$ cat config.mk
export PLATFORM = sky130hd
export DESIGN_NAME = memblock_ctrl
export DESIGN_NICKNAME = d
export VERILOG_FILES = /design/src/rtl/memblock_ctrl_pkg.sv /design/src/rtl/memblock_ctrl_pulse_timer.sv /design/src/rtl/memblock_ctrl.sv
export SDC_FILE = /design/constraint.sdc
export NUM_CORES = 1
export LEC_CHECK = 0
export CAP_MARGIN = 5
export CORE_UTILIZATION = 35
export DETAILED_ROUTE_END_ITERATION = 8
export GPL_ROUTABILITY_DRIVEN = 0
export GPL_TIMING_DRIVEN = 0
export HOLD_SLACK_MARGIN = 0.02
export PLACE_DENSITY_LB_ADDON = 0.12
export SYNTH_ARGS = -nofsm -noshare
export SYNTH_HDL_FRONTEND = slang
export SYNTH_HIERARCHICAL = 1
export SYNTH_SLANG_ARGS = --single-unit
$ cat constraint.sdc
create_clock -name clk -period 2.7 [get_ports clk]
set_clock_uncertainty 0.05 [all_clocks]
set_input_delay 0.54 -clock clk [delete_from_list [all_inputs] [get_ports clk]]
set_output_delay 0.54 -clock clk [all_outputs]
set_load 0.01 [all_outputs]
$ cat src/rtl/memblock_ctrl_pkg.sv
// Shared types and constants for the SR-latch memory block controller.
package memblock_ctrl_pkg;

    localparam int unsigned TIMER_W = 4;

    typedef enum logic [1:0] {
        ST_IDLE   = 2'd0,
        ST_PULSE  = 2'd1,
        ST_SETTLE = 2'd2,
        ST_CHECK  = 2'd3
    } state_t;

    // Latch readback is bad if q disagrees with the written value or q/nq are not complementary.
    function automatic logic check_fail(input logic d, input logic q, input logic nq);
        return (q != d) || (q == nq);
    endfunction

endpackage

$ cat src/rtl/memblock_ctrl_pulse_timer.sv
// Loadable down-counter with a zero flag; times both the drive pulse and the settle window.
module pulse_timer
    import memblock_ctrl_pkg::*;
(
    input  logic               clk,
    input  logic               rst,
    input  logic               load,
    input  logic [TIMER_W-1:0] load_val,
    input  logic               en,
    output logic [TIMER_W-1:0] count,
    output logic               zero_c
);

    always_ff @(posedge clk or posedge rst) begin
        if (rst) begin
            count <= '0;
        end else if (load) begin
            count <= load_val;
        end else if (en && (count != '0)) begin
            count <= count - TIMER_W'(1);
        end
    end

    assign zero_c = (count == '0);

endmodule

$ cat src/rtl/memblock_ctrl.sv
// Arbitrates two requesters onto one SR latch, turning writes into timed, verified set/reset pulses.
module memblock_ctrl
    import memblock_ctrl_pkg::*;
#(
    parameter int unsigned PULSE_W = 2,
    parameter int unsigned SETTLE  = 1
) (
    input  logic clk,
    input  logic rst,
    input  logic req_a,
    input  logic we_a,
    input  logic d_a,
    input  logic req_b,
    input  logic we_b,
    input  logic d_b,
    output logic grant_a,
    output logic grant_b,
    output logic busy,
    output logic done,
    output logic rdata,
    output logic err,
    input  logic err_clr,
    output logic x,
    output logic y,
    input  logic q,
    input  logic nq
);

    localparam logic [TIMER_W-1:0] PULSE_LD  = TIMER_W'(PULSE_W - 1);
    localparam logic [TIMER_W-1:0] SETTLE_LD = TIMER_W'((SETTLE > 0) ? (SETTLE - 1) : 0);

    state_t state, state_nx;

    logic op_we, op_we_nx;
    logic op_d, op_d_nx;
    logic prio_b, prio_b_nx;
    logic pick_b;
    logic grant_a_nx, grant_b_nx, done_nx, rdata_nx, err_nx;
    logic x_nx, y_nx;

    logic               tmr_load;
    logic [TIMER_W-1:0] tmr_load_val;
    logic               tmr_en;
    logic [TIMER_W-1:0] tmr_count;
    logic               tmr_zero;

    pulse_timer u_timer (
        .clk      (clk),
        .rst      (rst),
        .load     (tmr_load),
        .load_val (tmr_load_val),
        .en       (tmr_en),
        .count    (tmr_count),
        .zero_c   (tmr_zero)
    );

    always_ff @(posedge clk or posedge rst) begin
        if (rst) begin
            state <= ST_IDLE;
        end else begin
            state <= state_nx;
        end
    end

    always_comb begin
        state_nx     = state;
        op_we_nx     = op_we;
        op_d_nx      = op_d;
        prio_b_nx    = prio_b;
        pick_b       = 1'b0;
        grant_a_nx   = 1'b0;
        grant_b_nx   = 1'b0;
        done_nx      = 1'b0;
        rdata_nx     = rdata;
        err_nx       = err_clr ? 1'b0 : err;
        tmr_load     = 1'b0;
        tmr_load_val = '0;
        tmr_en       = 1'b0;

        case (state)
            ST_IDLE: begin
                // Skip the cycle a grant is visible so the requester can drop its request.
                if (!grant_a && !grant_b && (req_a || req_b)) begin
                    pick_b    = req_b && (!req_a || prio_b);
                    prio_b_nx = !pick_b;
                    if (pick_b) begin
                        grant_b_nx = 1'b1;
                        op_we_nx   = we_b;
                        op_d_nx    = d_b;
                    end else begin
                        grant_a_nx = 1'b1;
                        op_we_nx   = we_a;
                        op_d_nx    = d_a;
                    end
                    if (!op_we_nx) begin
                        done_nx  = 1'b1;
                        rdata_nx = q;
                    end else if ((op_d_nx == q) && (nq == !q)) begin
                        done_nx = 1'b1;
                    end else begin
                        state_nx     = ST_PULSE;
                        tmr_load     = 1'b1;
                        tmr_load_val = PULSE_LD;
                    end
                end
            end
            ST_PULSE: begin
                if (tmr_zero) begin
                    if (SETTLE == 0) begin
                        state_nx = ST_CHECK;
                    end else begin
                        state_nx     = ST_SETTLE;
                        tmr_load     = 1'b1;
                        tmr_load_val = SETTLE_LD;
                    end
                end else begin
                    tmr_en = 1'b1;
                end
            end
            ST_SETTLE: begin
                if (tmr_zero) begin
                    state_nx = ST_CHECK;
                end else begin
                    tmr_en = 1'b1;
                end
            end
            ST_CHECK: begin
                state_nx = ST_IDLE;
                done_nx  = 1'b1;
                if (check_fail(op_d, q, nq)) begin
                    err_nx = 1'b1;
                end
            end
            default: begin
                state_nx = ST_IDLE;
            end
        endcase

        // Drives are derived from a single data bit, so x and y can never both be high.
        x_nx = (state_nx == ST_PULSE) && op_d_nx;
        y_nx = (state_nx == ST_PULSE) && !op_d_nx;
    end

    always_ff @(posedge clk or posedge rst) begin
        if (rst) begin
            op_we   <= 1'b0;
            op_d    <= 1'b0;
            prio_b  <= 1'b0;
            grant_a <= 1'b0;
            grant_b <= 1'b0;
            busy    <= 1'b0;
            done    <= 1'b0;
            rdata   <= 1'b0;
            err     <= 1'b0;
            x       <= 1'b0;
            y       <= 1'b0;
        end else begin
            op_we   <= op_we_nx;
            op_d    <= op_d_nx;
            prio_b  <= prio_b_nx;
            grant_a <= grant_a_nx;
            grant_b <= grant_b_nx;
            busy    <= (state_nx != ST_IDLE);
            done    <= done_nx;
            rdata   <= rdata_nx;
            err     <= err_nx;
            x       <= x_nx;
            y       <= y_nx;
        end
    end

endmodule

==> results.yml, run 1 <==
sta:
  hold_violations: 0
  grt_setup_unrepaired: "no"
  setup_viol: 0
  hold_slack_ps: 414
  min_period_over_period_pct: 91.7
  maxSlewViolCount: 0
  fmax_mhz: 404
  period_needed_ps: 2470
power:
  ir_drop_v: 0.000452
  powerDensity_mw_per_mm2: 1040
  p_leak_nw: 0.552
critical_path:
  rr_startpoint: "state[1]"
  slowest_delay_ps: 460
  path_cells: "clkdlybuf4s50_1 -> nor2b_2 -> a211oi_1 -> mux2_2 -> nand2_1 -> nand2_1 -> clkbuf_1 -> nor3_1 -> a221o_1"
  critPathTopFamily: "buffers and inverters"
  cpMostUsedCell: "nand2_1"
  r2r_setup_slack_ps: 350
  r2r_cells: 9
  critPathKind: "in2reg"
  cp-start-kind: "input pin"
  slowest_stage: "clkdlybuf4s50_1"
  path_buf_inv: 2
  crit_required_ps: 2830
  worstPathMaxFanout: 9
  cp-end-kind: "flip-flop"
  reg2reg_to: "u_timer/count[3]"
  crit_arrival_ps: 2600
logic_synthesis:
  syn-instance-count: 95
  synth_async_sr_flop_share_pct: 100
  ys.flop_type: "dfrtp_1"
  synth_area_um2: 930
  synth_top_area_share_pct: 43.1
  yosysSeqAreaShare_pct: 43.1
  synth_cell_types: 36
  synthTopCellsByArea: "dfrtp_1 43%, ha_1 6.7%, inv_1 4.8%"
  syn_avg_cell_area_um2: 9.79
  ys_ff_latch: 16
  yosys_warnings: 6
  synth_top_area_cell: "dfrtp_1"
  synth-edff-count: 0
floorplanning:
  die_x_um: 53.5
  die_area_mm2: 0.00287
  floorplan.initialDensity_pct: 37.2
  ios: 19
  core-area_mm2: 0.00250
  die_h_um: 53.5
  row_count: 18
detailed_routing:
  drtAntennaViolNets: 0
  drc: 0
  wl_met3_um: 83
  met1_length_um: 910
  finalWirelength_mm: 1.77
  route.met2.wl_um: 762
  drtIter0Drc: 16
  num_vias: 715
  dr.pass1.iters: 4
  highest_layer: "met4"
  avgViaCountPerCell: 4.80
  drt-wirelength-per-cell_um: 11.9
cts:
  cts_buffer_depth: 2
  cts.htree.levels: 1
  cts_tree: "yes"
  cts_inserted_buffers: 3
  root_buffer: "clkbuf_4"
  path_clk_slew_ps: 90
  ctsResizeCount: 0
  cts_sinks: 16
  insertion_delay_ps: 280
global_routing:
  grt_max_degree: 13
  grt_usage_pct: 15.2
  grt_pass1_vias: 664
  grt_pass1_wl_mm: 3.00
  grt_overflow_total: 0
  antenna_found_initial: 0
placement:
  port_buffers: 18
  dp_cells: 145
  hpwl_mm: 1.36
cells_and_area:
  final_cells: 149
  num-nets-final: 137
  antenna_cells: 0
  synthToLayoutAreaGrowth_pct: 27.5
  layout_commonest_cell: "clkdlybuf4s50_1"
  final_cell_mix: "18 x clkdlybuf4s50_1, 16 x dfrtp_1, 12 x inv_1"
  drive_gt1_share_pct: 12.6
run:
  maxCapViolations: 0
outcome:
  outcome: "finished clean"
min_path:
  hold_class: "in2async"
[repair_timing]
action / 4_1_cts / 5_1_grt
setup buffers: 0 / 1
setup endpoints to repair: 0 / 1
hold buffers: 0 / 0
[state kept, by name, indices dropped and copies added, names as in the netlist]
signal and flops:
u_timer/count 4, state 2, busy 1, done 1, err 1, grant_a 1, grant_b 1, op_d 1
prio_b 1, rdata 1, x 1, y 1
[power by group]
part	internal, W	switching [W]	total, W
clock network	0.0000518	0.0000727	0.000125
logic	0.000360	0.000324	0.000684
registers	0.000346	0.0000752	0.000422
total	0.000759	0.000472	0.00123
[how the worst max path moves through the flow]
stage                     startpoint                to  slack [ps]  cells after the start
after global routing               q  u_timer/count[3]          50                      9
after floorplan             state[1]  u_timer/count[3]         610                      8
after global placement             q  u_timer/count[3]        -100                      9
final                              q  u_timer/count[3]         230                      9
after CTS                          q  u_timer/count[3]         200                      9
after detailed placement           q  u_timer/count[3]        -120                      9
[Yosys cell counts, drive strengths merged, types with 2 or more instances]
cell and instances:
nand2 10, nor2 6, inv 12, a21oi 7
nor3b 4, nand2b 2, mux2 2, nor3 2
nor2b 3, o21ai 4, ha 5, nor4b 2
a211oi 2, dfrtp 16
[final cells by class]
type,instances,area (um2)
multi-input combinational,68,488
buffer,1,3.75
clock buffer,3,22.5
sequential,16,400
tap,30,37.5
timing repair buffer,19,188
inverter,12,45.0
fill,245,1320
[worst register-to-register path: stages, from the launching register on]
cell	delay, ps
dfrtp_1	420
inv_1	110
ha_1	270
nor4b_4	250
buf_4	190
nand2_1	150
nand2_1	100
clkbuf_1	310
nor3_1	80
a221o_1	320
[per-stage QoR]
stage | utilization (%) | area, um2 | setup slack [ps] | setup TNS (ps) | power (W)
final | 47.4 | 1180 | 225 | 0 | 0.00123
after CTS | 47.1 | 1180 | 199 | 0 | 0.00124
after global placement | 46.2 | 1150 | -101 | -121 | 0.00109
after detailed placement | 46.2 | 1150 | -124 | -160 | 0.00110
after floorplan | - | 937 | 613 | 0 | 0.000894
after global routing | 47.4 | 1180 | 46.6 | 0 | 0.00136
[metal layers]
metal	vias up	track usage, %
li1	376	-
met1	324	19.8
met2	13	23.1
met3	2	6.21
met4	0	3.95
met5	-	0
[cell families after synthesis]
family | synth area share [%]
other | 0.403
flip-flops | 43.1
AO/OA/AOI/OAI | 16.8
AND/OR/NAND/NOR | 24.2
adder cells (fa/ha/maj) | 6.73
multiplexers | 3.50
buffers and inverters | 5.25
Note: power is estimated with default switching activity, not from simulation.
==> inputs of run 2 (changes only) <==
Settings changed: RECOVER_POWER set to 100, TNS_END_PERCENT set to 20.
Clock period 2.7 ns to 2.35 ns, I/O delays scaled along.
==> results.yml, run 2 (same netlist as run 1, synthesis figures left out) <==
critical_path:
  r2r_setup_slack_ps: 240
  cp-endpoint: "u_timer/count[0]"
  crit_arrival_ps: 2310
  startpoint: "q"
  cp-end-kind: "flip-flop"
  worstPathMaxFanout: 9
  crit_required_ps: 2470
  reg2reg_to: "u_timer/count[3]"
  critPathKind: "in2reg"
  r2r_cells: 8
  rr_startpoint: "u_timer/count[0]"
  cp-start-kind: "input pin"
sta:
  fmax_mhz: 457
  maxSlewViolCount: 0
  grt_setup_unrepaired: "no"
  setup_viol: 0
  tns_ps: 0
  period_needed_ps: 2190
  hold_slack_ps: 466
  min_period_over_period_pct: 93.1
  hold_violations: 0
placement:
  placed_cell_area_mm2: 0.00115
  hpwl_mm: 1.36
  port_buffers: 18
  dp_cells: 145
detailed_routing:
  avgViaCountPerCell: 4.84
  drtIter0Drc: 15
  drtAntennaViolNets: 0
  num_vias: 717
  drc: 0
  dr.pass1.iters: 4
  drt-wirelength-per-cell_um: 12.1
  finalWirelength_mm: 1.79
cells_and_area:
  layout_commonest_cell: "dfrtp_1"
  synthToLayoutAreaGrowth_pct: 28.4
  reg_top3: "u_timer/count: 4 flops, state: 2 flops"
  largest_reg_flops: 4
  final_cell_mix: "16 x dfrtp_1, 15 x clkdlybuf4s50_1, 12 x inv_1"
  num-nets-final: 136
  final_cells: 148
  final_util_pct: 47.7
  top_register: "u_timer/count"
  fin_area_mm2: 0.00119
  antenna_cells: 0
  fill_cells: 246
  drive_gt1_share_pct: 12.7
cts:
  insertion_delay_ps: 280
  cts_inserted_buffers: 3
  path_clk_slew_ps: 90
  root_buffer: "clkbuf_4"
  cts_buffer_depth: 2
  cts_tree: "yes"
  cts_sinks: 16
  cts.htree.levels: 1
power:
  switchingPower_w: 0.000553
  p_leak_nw: 0.551
  p_int_w: 0.000862
  comb_power_share_pct: 55.4
  powerDensity_mw_per_mm2: 1190
  ir_drop_v: 0.000496
  p_sw_share_pct: 39.1
  seqPwrFrac_pct: 34.5
  p_clk_share_pct: 10.1
global_routing:
  grt_usage_pct: 15.5
  grt_max_degree: 13
  grtUsageMet3_pct: 6.21
  grt_busiest_layer: "met2"
  grt_pass1_wl_mm: 3.08
  grt_pass1_vias: 673
  use_met2_pct: 23.8
  antenna_found_initial: 0
  use_met1_pct: 20.3
  grt_overflow_total: 0
min_path:
  worstHoldStart: "rdata"
  hold_class: "reg2reg"
floorplanning:
  ios: 19
  core-area_mm2: 0.00250
  row_count: 18
  die_area_mm2: 0.00287
  die_h_um: 53.5
  floorplan.initialDensity_pct: 37.2
  die_x_um: 53.5
run:
  maxCapViolations: 0
outcome:
  outcome: "finished clean"
-- run 2: area by class of cell --
| class | instances | area, um2 | share of cell area (%) |
|---|---|---|---|
| timing repair buffer | 19 | 184 | 15.4 |
| tap | 30 | 37.5 | 3.14 |
| clock buffer | 3 | 22.5 | 1.89 |
| inverter | 12 | 45.0 | 3.77 |
| multi-input combinational | 68 | 504 | 42.2 |
| sequential | 16 | 400 | 33.5 |
-- run 2: how the worst min path moves through the flow --
stage / end / slack [ps] / depth (start not counted)
6_report: rdata / 470 / 1
5_1_grt: u_timer/count[0] / 500 / 2
4_1_cts: u_timer/count[2] / 340 / 2
3_5_place_dp: rdata / 450 / 1
3_3_place_gp: rdata / 440 / 1
2_1_floorplan: u_timer/count[0] / 190 / 1
-- run 2: what timing repair did --
item,CTS,global route
endpoints found under the setup margin,2,3
cloned,0,0
buffers inserted,1,0
resized for setup,0,4
hold buffers,0,0
-- run 2: routing by layer --
layer	vias to the layer above	wire (um)
met4	0	15
met5	-	0
met2	14	772
met1	330	926
met3	2	76
li1	371	-
-- run 2: power by group through the flow --
stage | clock, W | combinational [W] | sequential, W
6_report | 0.000142 | 0.000784 | 0.000489
5_1_grt | 0.000166 | 0.000886 | 0.000508
4_1_cts | 0.000154 | 0.000796 | 0.000486
3_5_place_dp | 0 | 0.000777 | 0.000492
3_3_place_gp | 0 | 0.000763 | 0.000487
2_1_floorplan | 0 | 0.000526 | 0.000502
-- run 2: worst max-delay path, cell delays in order --
cell	delay (ps)
clkdlybuf4s50_1	530
nor2b_2	210
a211oi_1	90
mux2_1	340
nand2_1	200
nand2_2	160
o31a_1	320
-- run 2: metrics by stage --
step / total power (W) / worst slack, ps
after floorplan: 0.00103 / 263
final: 0.00142 / 162
after detailed placement: 0.00127 / -404
after CTS: 0.00144 / 10.1
after global routing: 0.00156 / 7.66
after global placement: 0.00125 / -381
